===== src/rtl/code_memory_loader.sv =====
// Writable 16x17 instruction store for the i281 core: reloads from the static
// image on reset or load_img, and can be reprogrammed from a 3-byte-per-word stream.
module code_memory_loader #(
  parameter int WORD_W = 17,
  parameter int DEPTH  = 16,
  parameter int ADDR_W = 4
) (
  input  logic              Clock,
  input  logic              Reset,
  input  logic [WORD_W-1:0] b0I,
  input  logic [WORD_W-1:0] b1I,
  input  logic [WORD_W-1:0] b2I,
  input  logic [WORD_W-1:0] b3I,
  input  logic [WORD_W-1:0] b4I,
  input  logic [WORD_W-1:0] b5I,
  input  logic [WORD_W-1:0] b6I,
  input  logic [WORD_W-1:0] b7I,
  input  logic [WORD_W-1:0] b8I,
  input  logic [WORD_W-1:0] b9I,
  input  logic [WORD_W-1:0] b10I,
  input  logic [WORD_W-1:0] b11I,
  input  logic [WORD_W-1:0] b12I,
  input  logic [WORD_W-1:0] b13I,
  input  logic [WORD_W-1:0] b14I,
  input  logic [WORD_W-1:0] b15I,
  input  logic              load_img,
  input  logic              prog_en,
  input  logic [7:0]        rx_data,
  input  logic              rx_valid,
  output logic              rx_ready,
  input  logic [ADDR_W-1:0] read_addr,
  output logic [WORD_W-1:0] instr_out,
  output logic              cpu_hold,
  output logic              prog_done,
  output logic              prog_err,
  output logic [ADDR_W-1:0] wr_ptr
);

  typedef enum logic [2:0] {IDLE, B0, B1, B2, WRITE} state_t;

  state_t              state_q, state_d;
  logic [WORD_W-1:0]   mem_q [DEPTH];
  logic [WORD_W-1:0]   mem_d [DEPTH];
  logic [WORD_W-1:0]   img   [DEPTH];
  logic [WORD_W-1:0]   word_q, word_d;
  logic [WORD_W-1:0]   instr_q, instr_d;
  logic [ADDR_W-1:0]   wr_ptr_q, wr_ptr_d;
  logic                done_q, done_d;
  logic                err_q, err_d;
  logic                block_q, block_d;
  logic                xfer;

  assign img[0]  = b0I;   assign img[1]  = b1I;   assign img[2]  = b2I;   assign img[3]  = b3I;
  assign img[4]  = b4I;   assign img[5]  = b5I;   assign img[6]  = b6I;   assign img[7]  = b7I;
  assign img[8]  = b8I;   assign img[9]  = b9I;   assign img[10] = b10I;  assign img[11] = b11I;
  assign img[12] = b12I;  assign img[13] = b13I;  assign img[14] = b14I;  assign img[15] = b15I;

  // Gating with prog_en keeps a byte from being consumed on the abort cycle.
  assign rx_ready  = (state_q inside {B0, B1, B2}) && prog_en;
  assign xfer      = rx_valid && rx_ready;
  assign cpu_hold  = (state_q != IDLE);
  assign instr_out = instr_q;
  assign prog_done = done_q;
  assign prog_err  = err_q;
  assign wr_ptr    = wr_ptr_q;

  always_comb begin
    state_d  = state_q;
    mem_d    = mem_q;
    word_d   = word_q;
    wr_ptr_d = wr_ptr_q;
    done_d   = done_q;
    err_d    = err_q;
    block_d  = block_q;
    instr_d  = mem_q[read_addr];
    case (state_q)
      IDLE: begin
        if (load_img) begin
          mem_d = img;
        end else if (prog_en && !block_q) begin
          state_d  = B0;
          wr_ptr_d = '0;
          done_d   = 1'b0;
          err_d    = 1'b0;
        end
      end
      B0: if (xfer) begin
        word_d[WORD_W-1] = rx_data[0];
        if (|rx_data[7:1]) err_d = 1'b1;
        state_d = B1;
      end
      B1: if (xfer) begin
        word_d[15:8] = rx_data;
        state_d      = B2;
      end
      B2: if (xfer) begin
        word_d[7:0] = rx_data;
        state_d     = WRITE;
      end
      WRITE: begin
        mem_d[wr_ptr_q] = word_q;
        if (wr_ptr_q == ADDR_W'(DEPTH-1)) begin
          wr_ptr_d = '0;
          done_d   = 1'b1;
          block_d  = 1'b1;
          state_d  = IDLE;
        end else begin
          wr_ptr_d = wr_ptr_q + ADDR_W'(1);
          state_d  = B0;
        end
      end
      default: state_d = IDLE;
    endcase
    // A completed program must see prog_en low before it can be restarted.
    if (!prog_en) begin
      block_d = 1'b0;
      if (state_q != IDLE) state_d = IDLE;
    end
  end

  always_ff @(posedge Clock) begin
    if (Reset) begin
      state_q  <= IDLE;
      mem_q    <= img;
      word_q   <= '0;
      instr_q  <= '0;
      wr_ptr_q <= '0;
      done_q   <= 1'b0;
      err_q    <= 1'b0;
      block_q  <= 1'b0;
    end else begin
      state_q  <= state_d;
      mem_q    <= mem_d;
      word_q   <= word_d;
      instr_q  <= instr_d;
      wr_ptr_q <= wr_ptr_d;
      done_q   <= done_d;
      err_q    <= err_d;
      block_q  <= block_d;
    end
  end

endmodule


===== config.mk =====
export PLATFORM = sky130hd
export DESIGN_NAME = code_memory_loader
export DESIGN_NICKNAME = d
export VERILOG_FILES = /design/src/rtl/code_memory_loader.sv
export SDC_FILE = /design/constraint.sdc
export NUM_CORES = 1
export LEC_CHECK = 0
export CELL_PAD_IN_SITES_DETAIL_PLACEMENT = 0
export CELL_PAD_IN_SITES_GLOBAL_PLACEMENT = 1
export CORE_ASPECT_RATIO = 0.7
export CORE_UTILIZATION = 34
export CTS_CLUSTER_DIAMETER = 40
export CTS_CLUSTER_SIZE = 14
export DETAILED_ROUTE_END_ITERATION = 12
export GPL_ROUTABILITY_DRIVEN = 0
export GPL_TIMING_DRIVEN = 0
export PLACE_DENSITY_LB_ADDON = 0.1
export SYNTH_ARGS = -nofsm -noshare
export SYNTH_HDL_FRONTEND = slang
export SYNTH_SLANG_ARGS = --single-unit

===== constraint.sdc =====
create_clock -name Clock -period 2.2 [get_ports Clock]
set_input_delay 0.22 -clock Clock [delete_from_list [all_inputs] [get_ports Clock]]
set_output_delay 0.22 -clock Clock [all_outputs]
set_load 0.02 [all_outputs]

# Word level (Yosys, flattened, before mapping)
# Cells that the tools add are included.
[op_classes]
magnitude_cmp = 3
reduce_logical = 21
eq_ne = 11
mux = 29
bitwise_logic = 3
add_sub_neg = 1
[ops]
columns = ["operator", "n"]
rows = [
  ["272-bit 2-to-1 mux", 2],
  ["272-bit one-hot mux with 2 select lines", 1],
  ["272-bit bitwise mux", 1],
  ["17-bit binary-select mux with 4-bit select", 1],
  ["17-bit demux with 4-bit select", 1],
  ["17-bit 2-to-1 mux", 3],
  ["3-bit 2-to-1 mux", 7],
  ["3-bit one-hot mux with 5 select lines", 1],
  ["4-bit 2-to-1 mux", 3],
  ["5-bit greater-or-equal comparator (second input constant)", 2],
  ["4-bit NOT with 5-bit output", 2],
  ["2-bit AND reduction", 5],
  ["3-bit nonzero test", 3],
  ["2-bit inequality test (second input constant)", 4],
  ["4-bit one-hot mux with 2 select lines", 1],
  ["7-bit OR reduction", 1],
  ["3-bit by 2-bit == test with 1-bit output (second input constant)", 2],
  ["1-bit 2-to-1 mux", 6],
  ["5-bit by 1-bit < comparator with 1-bit output (second input constant)", 1],
  ["5-bit AND reduction", 1],
  ["4-bit by 1-bit adder with 4-bit output (second input constant)", 1],
  ["4-bit == test (second input constant)", 1],
  ["1-bit logical AND", 4],
  ["1-bit one-hot mux with 2 select lines", 2],
  ["other kinds (11)", 12],
]
[word_totals]
ff_bits = 316
elab_cells = 93

# Longest topological paths before layout
[logic_depth]
ltp_word = 8
ltp_mapped = 8

# Worst setup path before layout
# OpenSTA, ideal clock, no wires.
[synth_timing]
kind = "register to register"
startpoint = "register, netlist name wr_ptr[0]"
endpoint = "register mem_q[34] (netlist bit), enable pin"
setup_time_ps = 390
arrival_ps = 2235
setup_slack_ps = -426
required_ps = 1810
stages_incl_launch_ff = 7
synth_period_minus_slack_ps = 2626
path_cell_list = "dfxtp_1 ha_1 and3_1 clkbuf_1 clkbuf_1 nor2_1 nor2_1"
[synth_rtl]
columns = ["element", "line", "rtl"]
rows = [
  ["end signal: assignment", "124", "mem_q <= img;"],
  ["end signal: assignment", "133", "mem_q <= mem_d;"],
  ["end: declaration", "42", "logic [WORD_W-1:0] mem_q [DEPTH];"],
]

# Worst setup path in the final report
[layout_timing]
startpoint = "input read_addr[2]"
endpoint = "register instr_q[10] (netlist: instr_out[10])"
[layout_between]
elab_chain_cells = 4
[layout_rtl]
columns = ["element", "line", "rtl"]
rows = [
  ["start: declaration", "31", "input logic [ADDR_W-1:0] read_addr,"],
  ["4-bit NOT with 5-bit output (not written as such)", "75", "instr_d = mem_q[read_addr];"],
  ["17-bit binary-select mux with 4-bit select", "75", ""],
  ["17-bit 2-to-1 mux (not written as such) (2 in series)", "75", ""],
  ["end signal: assignment", "135", "instr_q <= instr_d;"],
  ["end: declaration", "46", "logic [WORD_W-1:0] instr_q, instr_d;"],
]
# No other way between the ends. The select of a mux whose other input is x is not followed.
# A chain may end at the register's enable or synchronous reset.

==> results.yml <==
status:
  outcome: "complete, but fails checks"
  violations: "setup timing"
setup_path:
  worstPathArrival_ps: 2610
  start_kind: "input pin"
  critPathMaxFanout: 10
  slowest_delay_ps: 580
  path_class: "in2reg"
  path_cells: "clkdlybuf4s50_1 > buf_2 > nor2_1 > clkbuf_2 > a22oi_1 > nand3_1 > o21ai_0"
  cp_data_required_time_ps: 2610
  r2r_end: "mem_q[130]$_DFFE_PP_"
  critPathCaptureType: "flip-flop"
  slowest_stage: "clkdlybuf4s50_1"
  worstSetupStartpoint: "read_addr[2]"
  regToRegStartpoint: "wr_ptr[1]$_SDFFE_PP0P_"
  ff2ff_setup_slack_ps: 50
  r2r_cells: 8
synth:
  ys_warn_count: 0
  syn_avg_cell_area_um2: 9.71
  synth-edff-count: 272
  ys_seq_area_frac: 0.558
  synth_seq_cells: 316
  syn_area_mm2: 0.0162
  async_reset_ff_frac: 0
  ys.flop_type: "edfxtp_1"
  syn_nets: 1965
  syn_inst: 1672
  yosysUniqueCellTypes: 38
routing:
  dr_wl_met3_mm: 7.74
  vias_per_cell: 5.43
  ant_nets: 0
  drtIter0Drc: 1796
  drc: 0
  wl_met2_mm: 30.2
  drt-met1-wl_mm: 32.5
  wl_mm: 72.1
  routed.top_layer: "met4"
  routedWlPerCell_um: 26.7
  drt_first_pass_iters: 6
  vias: 14658
die:
  dieArea_mm2: 0.0486
  die-width_um: 263
  initial_core_util: 0.347
  fp.dieH_um: 185
  pin_count: 314
  row_count: 66
  core_area_mm2: 0.0467
cts:
  cts_sinks: 316
  cts_buffer_depth: 3
  htreeDepth: 2
  cts_made_buffers: 42
  clkTransAtPathRegs_ps: 60
  cts_root_buf: "clkbuf_16"
  clk_latency_ps: 560
  cts_tree: "yes"
  cts_hold_buf: 0
power:
  p_total_w: 0.0165
  power_density_mw_per_mm2: 738
  leakagePower_nw: 8.59
  vdd_drop_max_mv: 0.447
finish:
  register_area_mm2: 0.00906
  antennaDiodeCount: 0
  final_area_mm2: 0.0223
  drive_gt1_frac: 0.127
  fillers: 4389
  final_common_cell: "nand2_1"
  layout_common_cells: "569 x nand2_1, 312 x clkdlybuf4s50_1, 272 x edfxtp_1"
  fin_nets: 2345
  area_delta_synth_final_pct: 37.5
  multi_input_area_mm2: 0.00651
global_routing:
  grt_usage: 0.293
  grt_pass1_wl_mm: 100
  grt_pass1_vias: 14239
  antenna_found_initial: 2
  grt_start_max_net_pins: 19
  grt_overflow_total: 0
job:
  maxCapViolCount: 0
timing:
  fin_tns_setup_ps: -0.676
  rsz0062_at_grt: "true"
  finalSetupViolCount: 1
  holdWs_ps: 297
  fin_skew_ps: 19.1
  finalHoldViolCount: 0
  fin_ws_ps: -0.676
  worstMarginPinSlew_ps: 974
  relSlewSlack: 0.351
  fin_crit_ps: 2200
  finalCritPeriodShare: 1.00
  fmax_ghz: 0.454
  slew_violations: 0
placement:
  placed_cell_area_mm2: 0.0202
  post-place-ws_ps: -1070
  hpwl_mm: 54.0
  portBuffers: 312
hold_path:
  min_path_cells: 2
  hold_start: "Reset"
  hp-class: "in2reg"
  whs_endpoint: "state_q[0]$_SDFF_PP0_"
-- Yosys cell counts, types with 3 or more instances --
| cell type | count | area, um^2 |
|---|---|---|
| nand2b_1 | 13 | 81.3 |
| a21oi_1 | 10 | 50.1 |
| and2_1 | 13 | 81.3 |
| nor2_1 | 60 | 225 |
| o21ai_0 | 184 | 921 |
| mux2_2 | 5 | 56.3 |
| nand2_1 | 569 | 2140 |
| buf_4 | 9 | 67.6 |
| buf_1 | 28 | 105 |
| buf_2 | 38 | 190 |
| a22oi_1 | 47 | 353 |
| mux4_2 | 17 | 383 |
| clkbuf_1 | 73 | 274 |
| nor2b_1 | 6 | 37.5 |
| edfxtp_1 | 272 | 8170 |
| buf_6 | 17 | 191 |
| nor3_1 | 3 | 15.0 |
| dfxtp_1 | 44 | 881 |
| and3_1 | 4 | 25.0 |
| o21ai_1 | 100 | 500 |
| ha_1 | 4 | 50.1 |
| o221ai_1 | 5 | 43.8 |
| nand3_1 | 15 | 75.1 |
| o211ai_1 | 5 | 37.5 |
| mux2i_1 | 115 | 1150 |
-- worst max path at each step --
stage | cells after the start | to
6_report | 7 | instr_out[10]$_SDFF_PP0_
3_3_place_gp | 7 | mem_q[262]$_DFFE_PP_
4_1_cts | 7 | mem_q[253]$_DFFE_PP_
3_5_place_dp | 7 | mem_q[243]$_DFFE_PP_
2_1_floorplan | 6 | mem_q[68]$_DFFE_PP_
5_1_grt | 7 | mem_q[3]$_DFFE_PP_
-- sequential cells by signal, indices dropped and copies added (netlist names) --
signal / flops
wr_ptr: 4
prog_done: 1
word_q: 17
prog_err: 1
state_q: 3
instr_out: 17
block_q: 1
mem_q: 272
-- kinds of logic (layout without fill, tap and decap cells) --
| kind of cell | after synthesis | after routing | share of synthesized area |
|---|---|---|---|
| and+or+nand+nor | 689 | 689 | 0.168 |
| AOI/OAI and AO/OA | 357 | 357 | 0.121 |
| DFF | 316 | 316 | 0.558 |
| buffers and inverters | 167 | 581 | 0.0515 |
| muxes | 137 | 137 | 0.0980 |
| adders and majority gates | 4 | 4 | 0.00308 |
| xor gates and xnor gates | 2 | 2 | 0.00108 |
-- what timing repair did --
| item | CTS | global route |
|---|---|---|
| setup endpoints to repair | 500 | 311 |
| pin swaps | 17 | 0 |
| gates resized for setup | 52 | 59 |
| setup buffers | 31 | 0 |
-- metal layers --
metal / vias up / global-route usage
li1: 6598 / -
met2: 826 / 0.428
met1: 7142 / 0.434
met4: 0 / 0.0720
met5: - / 0
met3: 92 / 0.0683
-- layout make-up --
| cell class | instances | share of cell area |
|---|---|---|
| plain buffers | 158 | 0.0411 |
| well taps | 612 | 0.0343 |
| multi-input cells | 1189 | 0.292 |
| flip-flops and latches | 316 | 0.406 |
| clock inverters | 32 | 0.0153 |
| inverters | 2 | 0.000336 |
| repair buffers | 343 | 0.160 |
| clock buffers | 46 | 0.0506 |
-- metrics by stage --
step,std cells,util
2_1_floorplan,1672,-
3_3_place_gp,2596,0.432
3_5_place_dp,2596,0.432
4_1_cts,2699,0.476
5_1_grt,2698,0.477
6_report,2698,0.477
-- critical path, delay by kind of cell --
kind | cells | cell delay, ps
buf+inv | 3 | 1220
compound gates | 2 | 720
simple gates | 2 | 440
-- power by group --
part | internal, W | leakage, nW | switching (W)
combinational | 0.000993 | 4.76 | 0.00107
sequential | 0.00700 | 3.12 | 0.000142
clock | 0.00428 | 0.713 | 0.00298
(Power assumes the default switching activity.)
